<file path="config.mk">
export PLATFORM = sky130hd
export DESIGN_NAME = mlp_train_sequencer
export DESIGN_NICKNAME = d
export VERILOG_FILES = /design/src/rtl/mlp_train_sequencer_pkg.sv /design/src/rtl/mlp_train_sequencer_loss_accum.sv /design/src/rtl/mlp_train_sequencer.sv
export SDC_FILE = /design/constraint.sdc
export NUM_CORES = 1
export LEC_CHECK = 0
export CORE_MARGIN = 1.5
export CORE_UTILIZATION = 40
export CTS_BUF_LIST = sky130_fd_sc_hd__clkbuf_8 sky130_fd_sc_hd__clkbuf_16
export CTS_CLUSTER_SIZE = 14
export DETAILED_ROUTE_END_ITERATION = 10
export PLACE_DENSITY = 0.68
export SLEW_MARGIN = 40
export SYNTH_ARGS = -nofsm -noshare
export SYNTH_HDL_FRONTEND = slang
export SYNTH_SLANG_ARGS = --single-unit
</file>
<file path="constraint.sdc">
create_clock -name clk_i -period 6.7 [get_ports clk_i]
set_clock_uncertainty 0.2 [all_clocks]
set_input_delay 0.67 -clock clk_i [delete_from_list [all_inputs] [get_ports clk_i]]
set_output_delay 0.67 -clock clk_i [all_outputs]
set_load 0.005 [all_outputs]
</file>
<file path="src/rtl/mlp_train_sequencer_pkg.sv">
// Shared types for the training sequencer: FSM state encoding and the signed fixed-point (Q8.8) helpers.
// All sfp arithmetic saturates to the representable range instead of wrapping.
package mlp_train_sequencer_pkg;

    localparam int SFP_W    = 16;
    localparam int SFP_FRAC = 8;

    typedef logic signed [SFP_W-1:0] sfp;

    localparam sfp ONE     = sfp'(1 << SFP_FRAC);
    localparam sfp SFP_MAX = sfp'(16'h7fff);
    localparam sfp SFP_MIN = sfp'(16'h8000);

    typedef enum logic [2:0] {
        IDLE,
        INIT,
        FETCH,
        SETTLE,
        UPDATE,
        NEXT,
        DONE
    } train_seq_state;

    function automatic sfp sfp_sat(input logic signed [31:0] v);
        if (v > 32'sd32767) begin
            return SFP_MAX;
        end else if (v < -32'sd32768) begin
            return SFP_MIN;
        end
        return sfp'(v);
    endfunction

    function automatic sfp sfp_add(input sfp a, input sfp b);
        return sfp_sat(32'(a) + 32'(b));
    endfunction

    function automatic sfp sfp_sub(input sfp a, input sfp b);
        return sfp_sat(32'(a) - 32'(b));
    endfunction

    // Full-precision product fits in 32 bits; drop the extra fraction bits before saturating.
    function automatic sfp sfp_mul(input sfp a, input sfp b);
        logic signed [31:0] p;
        p = 32'(a) * 32'(b);
        return sfp_sat(p >>> SFP_FRAC);
    endfunction

endpackage

</file>
<file path="src/rtl/mlp_train_sequencer_loss_accum.sv">
// Squared-error accumulator for one epoch; publishes the sum to epoch_loss and restarts from zero.
// Only built when MLP_SEQ_LOSS_EN is defined.
`ifdef MLP_SEQ_LOSS_EN
module mlp_loss_accum
    import mlp_train_sequencer_pkg::*;
(
    input  logic clk_i,
    input  logic rst_i,
    input  logic clr_i,
    input  logic add_i,
    input  logic pub_i,
    input  sfp   prediction_i,
    input  sfp   target_i,
    output sfp   epoch_loss_o
);

    sfp acc_q, acc_d;
    sfp loss_q, loss_d;
    sfp err;

    always_comb begin
        err    = sfp_sub(prediction_i, target_i);
        acc_d  = acc_q;
        loss_d = loss_q;
        if (clr_i) begin
            acc_d = '0;
        end else if (pub_i) begin
            loss_d = acc_q;
            acc_d  = '0;
        end else if (add_i) begin
            acc_d = sfp_add(acc_q, sfp_mul(err, err));
        end
    end

    always_ff @(posedge clk_i or posedge rst_i) begin
        if (rst_i) begin
            acc_q  <= '0;
            loss_q <= '0;
        end else begin
            acc_q  <= acc_d;
            loss_q <= loss_d;
        end
    end

    assign epoch_loss_o = loss_q;

endmodule
`endif

</file>
<file path="src/rtl/mlp_train_sequencer.sv">
// Training-run sequencer: init pulse, then per sample fetch / settle / one-cycle train_en, over all epochs.
// Define MLP_SEQ_LOSS_EN to accumulate per-epoch squared error into epoch_loss_o.
module mlp_train_sequencer
    import mlp_train_sequencer_pkg::*;
#(
    parameter int IDX_W    = 8,
    parameter int EP_W     = 16,
    parameter int SETTLE_W = 4
) (
    input  logic                clk_i,
    input  logic                rst_i,
    input  logic                start_i,
    input  logic                abort_i,
    input  logic [IDX_W-1:0]    num_samples_i,
    input  logic [EP_W-1:0]     num_epochs_i,
    input  logic [SETTLE_W-1:0] settle_cycles_i,
    output logic                sample_req_o,
    output logic [IDX_W-1:0]    sample_addr_o,
    input  logic                sample_ack_i,
    output logic                net_init_o,
    output logic                train_en_o,
    input  sfp                  prediction_i,
    input  sfp                  target_i,
    output logic                busy_o,
    output logic                done_o,
    output logic [EP_W-1:0]     epoch_o,
    output sfp                  epoch_loss_o,
    output logic                loss_valid_o
);

    train_seq_state state_q, state_d;

    logic [IDX_W-1:0]    idx_q, idx_d;
    logic [EP_W-1:0]     epoch_q, epoch_d;
    logic [SETTLE_W-1:0] cnt_q, cnt_d;
    logic [IDX_W-1:0]    ns_q, ns_d;
    logic [EP_W-1:0]     ne_q, ne_d;
    logic [SETTLE_W-1:0] st_q, st_d;

    logic last_sample;
    logic last_epoch;

    assign last_sample = (idx_q == ns_q - IDX_W'(1));
    assign last_epoch  = (epoch_q == ne_q - EP_W'(1));

    always_ff @(posedge clk_i or posedge rst_i) begin
        if (rst_i) begin
            state_q <= IDLE;
        end else begin
            state_q <= state_d;
        end
    end

    always_ff @(posedge clk_i or posedge rst_i) begin
        if (rst_i) begin
            idx_q   <= '0;
            epoch_q <= '0;
            cnt_q   <= '0;
            ns_q    <= '0;
            ne_q    <= '0;
            st_q    <= '0;
        end else begin
            idx_q   <= idx_d;
            epoch_q <= epoch_d;
            cnt_q   <= cnt_d;
            ns_q    <= ns_d;
            ne_q    <= ne_d;
            st_q    <= st_d;
        end
    end

    always_comb begin
        state_d = state_q;
        idx_d   = idx_q;
        epoch_d = epoch_q;
        cnt_d   = cnt_q;
        ns_d    = ns_q;
        ne_d    = ne_q;
        st_d    = st_q;
        if (abort_i) begin
            state_d = IDLE;
        end else begin
            case (state_q)
                IDLE: begin
                    if (start_i) begin
                        ns_d = num_samples_i;
                        ne_d = num_epochs_i;
                        st_d = settle_cycles_i;
                        if (num_samples_i == '0 || num_epochs_i == '0) begin
                            state_d = DONE;
                        end else begin
                            state_d = INIT;
                        end
                    end
                end
                INIT: begin
                    idx_d   = '0;
                    epoch_d = '0;
                    state_d = FETCH;
                end
                FETCH: begin
                    if (sample_ack_i) begin
                        if (st_q != '0) begin
                            cnt_d   = st_q;
                            state_d = SETTLE;
                        end else begin
                            state_d = UPDATE;
                        end
                    end
                end
                // cnt_q is loaded with settle_cycles on entry, so leaving at 1 gives exactly that many cycles here.
                SETTLE: begin
                    if (cnt_q <= SETTLE_W'(1)) begin
                        state_d = UPDATE;
                    end else begin
                        cnt_d = cnt_q - SETTLE_W'(1);
                    end
                end
                UPDATE: state_d = NEXT;
                NEXT: begin
                    if (last_sample) begin
                        idx_d = '0;
                        if (last_epoch) begin
                            state_d = DONE;
                        end else begin
                            epoch_d = epoch_q + EP_W'(1);
                            state_d = FETCH;
                        end
                    end else begin
                        idx_d   = idx_q + IDX_W'(1);
                        state_d = FETCH;
                    end
                end
                DONE:    state_d = IDLE;
                default: state_d = IDLE;
            endcase
        end
    end

    // Strobes are gated by abort in the same cycle so no partial action reaches the layers.
    always_comb begin
        sample_req_o = 1'b0;
        net_init_o   = 1'b0;
        train_en_o   = 1'b0;
        done_o       = 1'b0;
        if (!abort_i) begin
            case (state_q)
                INIT:    net_init_o   = 1'b1;
                FETCH:   sample_req_o = 1'b1;
                UPDATE:  train_en_o   = 1'b1;
                DONE:    done_o       = 1'b1;
                default: ;
            endcase
        end
    end

    assign busy_o        = (state_q != IDLE);
    assign sample_addr_o = idx_q;
    assign epoch_o       = epoch_q;

`ifdef MLP_SEQ_LOSS_EN
    logic loss_pub;

    assign loss_pub     = (state_q == NEXT) && last_sample && !abort_i;
    assign loss_valid_o = loss_pub;

    mlp_loss_accum u_loss_accum (
        .clk_i        (clk_i),
        .rst_i        (rst_i),
        .clr_i        ((state_q == INIT) || abort_i),
        .add_i        ((state_q == UPDATE) && !abort_i),
        .pub_i        (loss_pub),
        .prediction_i (prediction_i),
        .target_i     (target_i),
        .epoch_loss_o (epoch_loss_o)
    );
`else
    logic unused_loss_inputs;

    assign unused_loss_inputs = ^{prediction_i, target_i, last_sample};
    assign epoch_loss_o       = '0;
    assign loss_valid_o       = 1'b0;
`endif

endmodule
</file>
# Word-level counts from Yosys, hierarchy flattened
# Cells that the tools add are included.
[op_classes]
addsub = 5
order_cmp = 1
n_eq_ne = 16
muxes = 26
bitwise = 1
n_reduce_logical = 13
[op_table]
columns = ["op", "count"]
rows = [
  ["16-bit 2-to-1 mux", 2],
  ["16-bit one-hot mux with 2 select lines", 1],
  ["3-bit 2-to-1 mux", 8],
  ["3-bit one-hot mux with 6 select lines", 1],
  ["16-bit by 1-bit adder with 16-bit output (second input constant)", 1],
  ["16-bit == test", 1],
  ["16-bit logical NOT", 1],
  ["8-bit one-hot mux with 2 select lines", 1],
  ["16-bit by 1-bit subtractor with 16-bit output (second input constant)", 1],
  ["4-bit 2-to-1 mux", 3],
  ["2-bit inequality test (second input constant)", 5],
  ["3-bit == test (second input constant)", 3],
  ["3-bit inequality test (second input constant)", 3],
  ["8-bit by 1-bit adder with 8-bit output (second input constant)", 1],
  ["8-bit == test", 1],
  ["8-bit logical NOT", 1],
  ["1-bit 2-to-1 mux", 8],
  ["8-bit 2-to-1 mux", 1],
  ["4-bit one-hot mux with 2 select lines", 1],
  ["8-bit by 1-bit subtractor with 8-bit output (second input constant)", 1],
  ["3-bit by 2-bit == test with 1-bit output (second input constant)", 2],
  ["3-bit AND reduction", 2],
  ["5-bit AND reduction", 1],
  ["4-bit by 1-bit less-or-equal comparator with 1-bit output (second input constant)", 1],
  ["other kinds (10)", 11],
]
[totals]
ff_bits = 59
inputBits = 65
output_inout_bits = 46
word_cells = 69

# Longest topological paths before layout
# Gate-level depths: netlist of run 1.
[logic_depth]
word_depth = 6
ltp_mapped = 12

# Worst setup path before layout of run 1
# OpenSTA, ideal clock, no wires.
[synth_timing]
kind = "register -> register"
start = "reg ne_q[2]"
end = "reg epoch_q[4] (netlist: epoch_o[4])"
setup_time_ns = 0.126
arrival_ns = 2.620
required_ns = 6.374
slack_ns = 3.754
stages_incl_launch_ff = 9
synth_period_minus_slack_ns = 2.946
path_cell_list = "dfrtp_1 or3_4 nor4_4 mux2_2 a31o_2 a2111oi_4 buf_6 nor2_1 a221o_1"
[synth_via]
elab_chain_cells = 4
[synth_lines]
columns = ["element", "line_no", "source"]
rows = [
  ["start, declared", "mlp_train_sequencer.sv:37", "logic [EP_W-1:0] ne_q, ne_d;"],
  ["start signal, assigned", "mlp_train_sequencer.sv:67", "ne_q <= ne_d;"],
  ["16-bit by 1-bit subtractor with 16-bit output", "mlp_train_sequencer.sv:44", "assign last_epoch = (epoch_q == ne_q - EP_W'(1));"],
  ["16-bit == test", "mlp_train_sequencer.sv:44", ""],
  ["2-bit inequality test (no source line)", "n/a", ""],
  ["4-bit AND reduction (no source line)", "n/a", ""],
  ["end signal, assigned", "mlp_train_sequencer.sv:64", "epoch_q <= epoch_d;"],
  ["end, declared", "mlp_train_sequencer.sv:34", "logic [EP_W-1:0] epoch_q, epoch_d;"],
]
# Every way passes these cells.
# A chain may end at the register's enable or synchronous reset.

# Worst setup path in the final report of run 1
[layout_timing]
start = "in abort_i"
end = "out net_init_o"
[layout_via]
elab_chain_cells = 1
[layout_lines]
columns = ["element", "line_no", "source"]
rows = [
  ["start, declared", "mlp_train_sequencer.sv:13", "input logic abort_i,"],
  ["1-bit 2-to-1 mux", "mlp_train_sequencer.sv:146", "if (!abort_i) begin"],
  ["end, declared", "mlp_train_sequencer.sv:20", "output logic net_init_o,"],
]
# Every way passes these cells.

==> flow_summary.ini, run 1 <==
[grt]
grt.overflow.total = 0
grt_pass1_vias = 3331
track_usage = 0.184
grt_first_pass_wirelength_um = 16400
antenna_found_initial = 0
grt_max_degree = 60

[finish]
multiInputGateArea_mm2 = 0.00241
drive_gt1_frac = 0.127
final_util = 0.497
n_fill_cell = 959
final_cell_count_no_fill = 623
stdcell_area_mm2 = 0.00493
nets = 557
diodes = 0
ff_latch_area_mm2 = 0.00148
syn2layout_area_growth_pct = 19.4

[detailed_routing]
first_iter_violations = 206
wl_per_cell_um = 15.7
drc = 0
ant_nets = 0
drt-total-wl_um = 9800
vias = 3559
dr.pass1.iters = 4
avgViaCountPerCell = 5.71

[floorplan]
dieArea_mm2 = 0.0109
core_area_mm2 = 0.00991
die_width_um = 105
initial_core_util = 0.416
boundaryPins = 111
fp.dieH_um = 105
rows = 36

[placement]
place_area_mm2 = 0.00475
hpwlAfterDp_um = 7070
routabilityCongestion = 0.870
dp.cells = 608
port_buffers = 61
pre_cts_ws_ps = 2710

[yosys]
synth-async-reset-ratio = 1.00
synthTopCellsByCount = 59 x dfrtp_1, 29 x mux2_2, 27 x nand2_1
yosys.area.top_type = dfrtp_1
ys_ff_latch = 59
ys_types = 74
synth_edf_count = 0
ys_warn_count = 0
netlist_area_mm2 = 0.00413
synth_top_area_frac = 0.358
synth_most_common_cell = dfrtp_1
yosysSeqAreaShare = 0.358
synthTopCellsByArea = dfrtp_1 36%, mux2_2 7.9%, xnor2_1 4.0%
syn_area_per_cell_um2 = 9.51
ys.flop_type = dfrtp_1
synthCells = 434

[setup_path]
cpMaxStageDelayCell = clkdlybuf4s50_1
crit_family = buffers and inverters
cpMostUsedCell = clkdlybuf4s50_1
slowest_delay_ps = 580
path_buf_inv = 3
cp.arrival_ps = 3100
worst-setup-path-type = input port to output port
end_kind = output port
reg2reg_slack_ps = 3450
startpoint_type = input port
worstPathRequired_ps = 5830
path_cells = clkdlybuf4s50_1, nor2b_1, nand2_1, inv_1, clkdlybuf4s50_1
cp_max_fo = 12

[clock_tree]
ctsHoldBuffers = 0
clock-root-buffer = clkbuf_8
cts_buffer_depth = 2
clk_pin_slew_worst_paths_ps = 60
cts_tree = yes
cts_buffers = 9
clk_latency_ps = 340
post-cts-setup-buffers = 0
htreeDepth = 3
cts_resized = 0
cts_sinks = 59

[timing]
fin_crit_ps = 3970
fmax_ghz = 0.252
fin_ws_ps = 2730
finalHoldViolCount = 0
setup_viol = 0
post-route-period-util = 0.592
tns_ps = 0
relSlewSlack = 0.515
maxSlewViolCount = 0
rsz0062_at_grt = false
tightestPinTransition_ps = 728

[run]
maxCapViolCount = 0

[hold_path]
min_path_type = register to register

[power_and_ir_drop]
power_density_mw_per_mm2 = 320
peakVddDrop_mv = 0.264
leakage_uw = 0.00191

[status]
status = finished, final reports clean
stage by stage:
step	total power (µW)	hold slack, ps
final	1580	336
after global routing	1700	357
after CTS	1580	338
after detailed placement	1270	321
after global placement	1250	314
after floorplan	1120	291
layout make-up:
class | count | area share
clock buffer | 12 | 0.0335
timing repair buffer | 63 | 0.128
clock inverter | 3 | 0.00279
tap | 133 | 0.0338
sequential | 59 | 0.300
inverter | 17 | 0.0129
multi-input combinational | 336 | 0.490
sequential cells by signal, indices dropped and copies added, names as in the netlist:
register	flops
st_q	4
sample_addr_o	8
epoch_o	16
ne_q	16
cnt_q	4
state_q	3
ns_q	8
cell usage in the layout (no fill, tap or decap), types with 6 or more instances in the layout:
cell             Yosys  layout
a21oi_1             20      20
and3_1               6       6
clkbuf_8             0      12
clkdlybuf4s50_1      0      61
conb_1               1      17
dfrtp_1             59      59
ha_1                 6       6
inv_1               16      16
mux2_2              29      29
nand2_1             27      27
nand2b_1             7       7
nand3_1             16      16
nand4_1              9       9
nor2_1              15      15
nor3_1              12      12
nor4_1              11      11
o21ai_0             18      18
o31ai_1              9       9
or3_1                8       8
or4_1                8       8
xnor2_1             19      19
xor2_1              10      10
final timing paths:
| path | from | to | depth (start not counted) |
|---|---|---|---|
| worst max register to register | ne_q[0] | epoch_o[4] | 10 |
| max in group asynchronous | rst_i | cnt_q[2] | 3 |
| worst min register to register | cnt_q[3] | cnt_q[3] | 1 |
| worst min-delay path | cnt_q[3] | cnt_q[3] | 1 |
| min in group asynchronous | rst_i | ne_q[9] | 3 |
| worst max-delay path | abort_i | net_init_o | 5 |
logic make-up after synthesis:
kind of cell,synth area share
muxes,0.0864
DFF,0.358
buffers and inverters,0.0719
and+or+nand+nor,0.221
xor gates and xnor gates,0.0670
adders and majority gates,0.0182
AOI/OAI and AO/OA,0.177
other,0.000909
metal layers:
metal	part of all wire	routed length [µm]	GRT usage	up-vias
li1	-	-	-	1709
met1	0.46	4520	0.243	1737
met2	0.47	4650	0.296	101
met3	0.049	476	0.0449	12
met4	0.015	151	0.0597	0
met5	0	0	0	-
power breakdown:
part | internal (µW) | switching, µW | total [µW]
sequential | 462 | 177 | 639
clock | 160 | 142 | 303
combinational | 327 | 308 | 636
worst register-to-register path, cell delays in order, from the launching register on:
cell       delay [ps]
dfrtp_1           490
inv_1              80
ha_1              360
o21ba_2           260
a221oi_1          290
a41oi_1           120
a2111o_1          440
a2111oi_4         210
buf_4             320
nor2_1             90
a221o_1           290
Note: power is estimated with default switching activity, not from simulation.
==> run 2: changes to the inputs <==
- clock period: 6.7 -> 3.85 ns (I/O delays scaled with it)
==> flow_summary.ini, run 2 (synthesized netlist as in run 1, its figures left out) <==
[status]
status = finished, final reports clean

[clock_tree]
cts_buffers = 9
clk_pin_slew_worst_paths_ps = 60
cts_resized = 0
ctsHoldBuffers = 0
htreeDepth = 3
clock-root-buffer = clkbuf_8
clk_latency_ps = 350
post-cts-setup-buffers = 0
cts_sinks = 59
cts_buffer_depth = 2
cts_tree = yes

[floorplan]
fp.dieH_um = 105
core_area_mm2 = 0.00991
initial_core_util = 0.416
boundaryPins = 111
dieArea_mm2 = 0.0109
rows = 36
die_width_um = 105

[timing]
relSlewSlack = 0.528
fin_ws_ps = 488
fin_crit_ps = 3360
fmax_ghz = 0.297
tightestPinTransition_ps = 708
maxSlewViolCount = 0
rsz0062_at_grt = false
setup_viol = 0
tns_ps = 0
finalHoldViolCount = 0
post-route-period-util = 0.873

[detailed_routing]
first_iter_violations = 275
drc = 0
wl_per_cell_um = 15.6
ant_nets = 0
avgViaCountPerCell = 5.69
dr.pass1.iters = 5
vias = 3559
drt-total-wl_um = 9750

[grt]
grt_first_pass_wirelength_um = 16000
track_usage = 0.181
grt_max_degree = 29
grt.overflow.total = 0
grt_pass1_vias = 3288
antenna_found_initial = 0

[finish]
diodes = 0
syn2layout_area_growth_pct = 20.7
n_fill_cell = 948
nets = 560
final_common_cell = clkdlybuf4s50_1
most-common-layout-cells = 61 x clkdlybuf4s50_1, 59 x dfrtp_1, 29 x mux2_2, 27 x nand2_1, 20 x a21oi_1
final_util = 0.503
drive_gt1_frac = 0.132

[power_and_ir_drop]
peakVddDrop_mv = 0.336
leakage_uw = 0.00194
power_density_mw_per_mm2 = 567

[placement]
hpwlAfterDp_um = 7330
routabilityCongestion = 0.890
pre_cts_ws_ps = 538
port_buffers = 61

[hold_path]
min_path_type = input port to async pin

[setup_path]
ff2ff_path_depth = 10
reg2reg_slack_ps = 490
startpoint_type = register
cp_max_fo = 15
worst_r2r_startpoint = ne_q[0]
end_kind = register
worstPathRequired_ps = 3920
worst-setup-path-type = register to register
worst_r2r_endpoint = epoch_o[11]
cp.arrival_ps = 3430

[run]
maxCapViolCount = 0
==> run 2: critical path, stage by stage, from the launching register on <==
cell and delay (ps):
dfrtp_1 490, inv_1 70, ha_1 350, o21ba_2 250
a221oi_1 280, a41oi_1 110, a2111o_1 420, a2111oi_4 540
buf_4 320, o31ai_1 100, a21oi_1 150
==> run 2: metal layers <==
metal  global-route usage  up-vias  routed length [µm]
li1                     -     1710                   -
met1                0.244     1725                4540
met2                0.286      106                4520
met3               0.0424       18                 538
met4               0.0587        0                 155
met5                    0        -                   0
==> run 2: layout make-up <==
class | instances | area, µm² | share of cell area
Clock buffer | 13 | 179 | 0.0359
Sequential cell | 59 | 1480 | 0.296
Tap cell | 133 | 166 | 0.0334
Multi-Input combinational cell | 336 | 2410 | 0.485
Clock inverter | 2 | 33.8 | 0.00678
Inverter | 17 | 63.8 | 0.0128
Timing Repair Buffer | 66 | 648 | 0.130
==> run 2: per-stage QoR <==
step                      area, µm²  hold WS [ps]  total power [µW]  cells
final                          4980           100              2830    626
after global routing           4980           119              3030    626
after CTS                      4980           102              2840    626
after detailed placement       4770           315              2230    611
after global placement         4770           312              2190    611
after floorplan                4190           291              1950    450
==> run 2: how the worst max path moves through the flow <==
stage,depth (start not counted),from,to,slack [ps]
2_1_floorplan,8,ne_q[2],epoch_o[4],900
6_report,10,ne_q[0],epoch_o[11],490
5_1_grt,10,ne_q[0],epoch_o[12],240
3_5_place_dp,10,ne_q[0],epoch_o[9],540
4_1_cts,10,ne_q[0],epoch_o[9],520
3_3_place_gp,8,ne_q[0],epoch_o[7],570
==> run 2: where the power goes <==
group	switching [µW]	internal [µW]	leakage, µW
Sequential	305	805	0.000755
Clock	241	364	0.000113
Combinational	534	577	0.00107
==> edit 1 (flow settings as in run 2) <==
`ns_q`, `ne_q` and `st_q` no longer have a reset.
--- a/src/rtl/mlp_train_sequencer.sv
+++ b/src/rtl/mlp_train_sequencer.sv
@@ -58,5 +58,2 @@
             cnt_q   <= '0;
-            ns_q    <= '0;
-            ne_q    <= '0;
-            st_q    <= '0;
         end else begin
@@ -65,6 +62,9 @@
             cnt_q   <= cnt_d;
-            ns_q    <= ns_d;
-            ne_q    <= ne_d;
-            st_q    <= st_d;
         end
+    end
+
+    always_ff @(posedge clk_i) begin
+        ns_q <= ns_d;
+        ne_q <= ne_d;
+        st_q <= st_d;
     end
Behaviour: no difference found for any inputs over 10 cycles, from zero or initial values and one cycle with rst_i high; that may be too few to reach the edited logic, so the function may still have changed.
==> edit 1 against run 2 <==
The flow now finishes with violations (DRC). Non-clock buffer count grew 5. Count of clock-buffer cells in the layout shrank 2. Worst setup slack gained 0.019 ns. Synthesized cell count shrank 12%. Synthesized area shrank 11%. Routed wire length shrank 13%. Design area shrank 8.5%. Global-route usage grew 0.26 points. Via count shrank 10%. Sequential cell count is the same. First-iteration DRC count shrank 37%. Largest cell class unchanged.
Power is not compared: it rests on default switching activity, and its combinational part moved more than twofold at a synthesized area within 25%.
==> edit 1: results (changes against run 2) <==
| Metric | Value |
|---|---|
| Slowest cell on crit path | `or4_1` |
| Vias post-DR | `3189 (-10%)` |
| Relative slew slack | `0.591 (+0.0630)` |
| CLK BUF | `11 (-2)` |
| Starting DRC count in detailed routing | `172 (-37%)` |
| Sequential cell area share | `0.355 (+0.0581)` |
| Compound-cell area share of the yosys netlist | `0.148 (-0.0291)` |
| Comb_multi_in | `299 (-11%)` |
| First-pass GRT wire length | `14.1 mm (-12%)` |
| Post-synthesis mux area share | `0.0139 (-0.0725)` |
| Setup slack at placement | `0.491 ns (-0.0470 ns)` |
| Sequential-to-total area share from yosys stat | `0.438 (+0.0806)` |
| Hpwl dp | `6.35 mm (-13%)` |
| Largest net degree at the start of global routing | `32 (+10%)` |
| Share of cells above drive strength 1 | `0.0680 (-0.0639)` |
| Failing checks | `DRC` |
| Status | `complete, but fails checks` |
| Worst Path Max Fanout | `22 (+7)` |
| Layout area overhead | `23.7%` |
| Buffers excl. clock | `71 (+7.6%)` |
| Vias in the first global route | `2870 (-13%)` |
| Total GRT Usage | `0.183 (+0.00259)` |
| EDFF count, synth | `28 (+28)` |
| WL met3 | `414 um (-23%)` |
| Met2 usage | `0.281 (-0.00455)` |
| # DRC | `6 (+6)` |
| Area after DPL | `0.00439 mm2 (-8.0%)` |
| Synth Area in Adders | `0.0204 (+0.00217)` |
| Drt pass-1 iters | `7 (+2)` |
| Placer Congestion | `0.847 (-4.8%)` |
| Non-clock buffer share | `0.150 (+0.0203)` |
edit 1: changes by cell type after synthesis, moves of 7 or more:
| cell | run 2 | this run |
|---|---|---|
| xnor2_1 | 19 | 12 |
| xor2_1 | 10 | 17 |
| nor2b_1 | 3 | 14 |
| dfrtp_1 | 59 | 31 |
| mux2_2 | 29 | 1 |
| nor2_1 | 15 | 24 |
| edfxtp_1 | 0 | 28 |
| nand3_1 | 16 | 8 |
edit 1: path summary, 6_finish.rpt:
kind / start / depth (start not counted) / slack (ns) / end
worst max register to register: ne_q[0] / 11 / 0.51 / epoch_o[9]
worst max-delay path: ne_q[0] / 11 / 0.51 / epoch_o[9]
worst min-delay path: rst_i / 3 / 0.25 / epoch_o[5]
max in group asynchronous: rst_i / 3 / 2.91 / cnt_q[0]
min in group clk_i: st_q[0] / 2 / 0.35 / cnt_q[0]
worst min register to register: st_q[0] / 2 / 0.35 / cnt_q[0]
==> edit 2 (flow settings as in run 2) <==
Without the edit above. The option `MLP_SEQ_LOSS_EN` is turned on by a define.
--- a/src/rtl/mlp_train_sequencer_loss_accum.sv
+++ b/src/rtl/mlp_train_sequencer_loss_accum.sv
@@ -2,2 +2,4 @@
 // Only built when MLP_SEQ_LOSS_EN is defined.
+`define MLP_SEQ_LOSS_EN
+
 `ifdef MLP_SEQ_LOSS_EN
Behaviour: not the same (Yosys sat finds a counterexample within 10 cycles, from zero or initial values and one cycle with rst_i high).
==> edit 2 against run 2 <==
The flow now finishes with violations (setup timing). Sequential cell count is 32 higher. Design area increased to 4.5 times the old value. Final cell count grew to 4.5 times the old value. Synthesized area grew to 3.8 times the old value. Worst setup slack worse by 8.1 ns. Routed wire length grew to 4.5 times the old value. Largest cell class unchanged. Synthesized cell count rose to 4.1 times the old value.
Power is left out: the tool's default activity adds up to more than one toggle a clock period on the data nets, which glitch-free logic cannot reach.
==> edit 2: results (changes against run 2) <==
| Metric | Value |
|---|---|
| Post-CTS sizing | `159 (+159)` |
| Starting DRC count in detailed routing | `669 (+140%)` |
| Share of cells above drive strength 1 | `0.345 (+0.213)` |
| FF-to-FF setup slack | `0.10 ns (-0.39 ns)` |
| Status | `complete, but fails checks` |
| Setup TNS | `-121.37 ns (-121.37 ns)` |
| Fin worst setup slack | `-7.63 ns (-8.12 ns)` |
| Netlist cell types | `75 (+1.4%)` |
| Drt pass-1 iters | `7 (+2)` |
| CP Capture Type | `flop` |
| Failing checks | `setup timing` |
| Clock Root Buffer | `clkbuf_16` |
| Worst Path Max Fanout | `8 (-7)` |
| Placer Congestion | `0.963 (+8.2%)` |
| R2r startpoint | `u_loss_accum.acc_q[2]` |
| Most frequent cells after synthesis | `379 x inv_1, 239 x fa_1, 148 x nor2_1, 138 x nand2_1, 122 x ha_1` |
| Routed wire length | `44.0 mm (+350%)` |
| Worst reg2reg path depth | `14 (+4)` |
| Total GRT Usage | `0.220 (+0.0391)` |
| Setup slack at placement | `-8.68 ns (-9.22 ns)` |
| Vias post-DR | `14100 (+300%)` |
| Hpwl dp | `36.5 mm (+400%)` |
| Vias in the first global route | `14800 (+350%)` |
| Synth area leaders | `fa_1 31%, dfrtp_1 15%, ha_1 9.8%` |
| Final count of negative-setup-slack endpoints | `16 (+16)` |
| Sequential-to-total area share from yosys stat | `0.146 (-0.212)` |
| Worst R2R End | `u_loss_accum.acc_q[1]` |
| Fin Hold WS | `0.216 ns (+0.116 ns)` |
| Critical path origin | `target_i[5]` |
| Largest net degree at the start of global routing | `56 (+93%)` |
| Relative slew slack | `0.506 (-0.0217)` |
| CP top delay family | `adder cells` |
| Warnings, synthesis | `0 (unchanged)` |
| Synthesized instance count | `1761 (+310%)` |
| # port buffers | `110 (+80%)` |
[edit 2: kinds of logic (layout without fill, tap and decap cells)]
group | count (synthesis) | in the layout | share of synthesized area
AO/OA/AOI/OAI | 270 | 270 | 0.117
XOR/XNOR | 100 | 100 | 0.0560
buffers and inverters | 423 | 944 | 0.103
AND/OR/NAND/NOR | 466 | 467 | 0.139
multiplexers | 49 | 49 | 0.0350
flip-flops | 91 | 91 | 0.146
adder cells (fa/ha/maj) | 362 | 362 | 0.404
[edit 2: final cells by class]
class | instances | area (um2)
Clock inverter | 4 | 73.8
Fill cell | 3264 | 16200
Sequential cell | 91 | 2280
Clock buffer | 11 | 253
Inverter | 383 | 1480
Tap cell | 518 | 648
Timing Repair Buffer | 546 | 4630
Multi-Input combinational cell | 1248 | 13000
[edit 2: layer usage]
metal  part of all wire  vias up  track usage
met4              0.030        0       0.0674
met5                  0        -            0
li1                   -     6661            -
met3              0.034       84       0.0182
met1               0.43     7006        0.279
met2               0.50      348        0.397
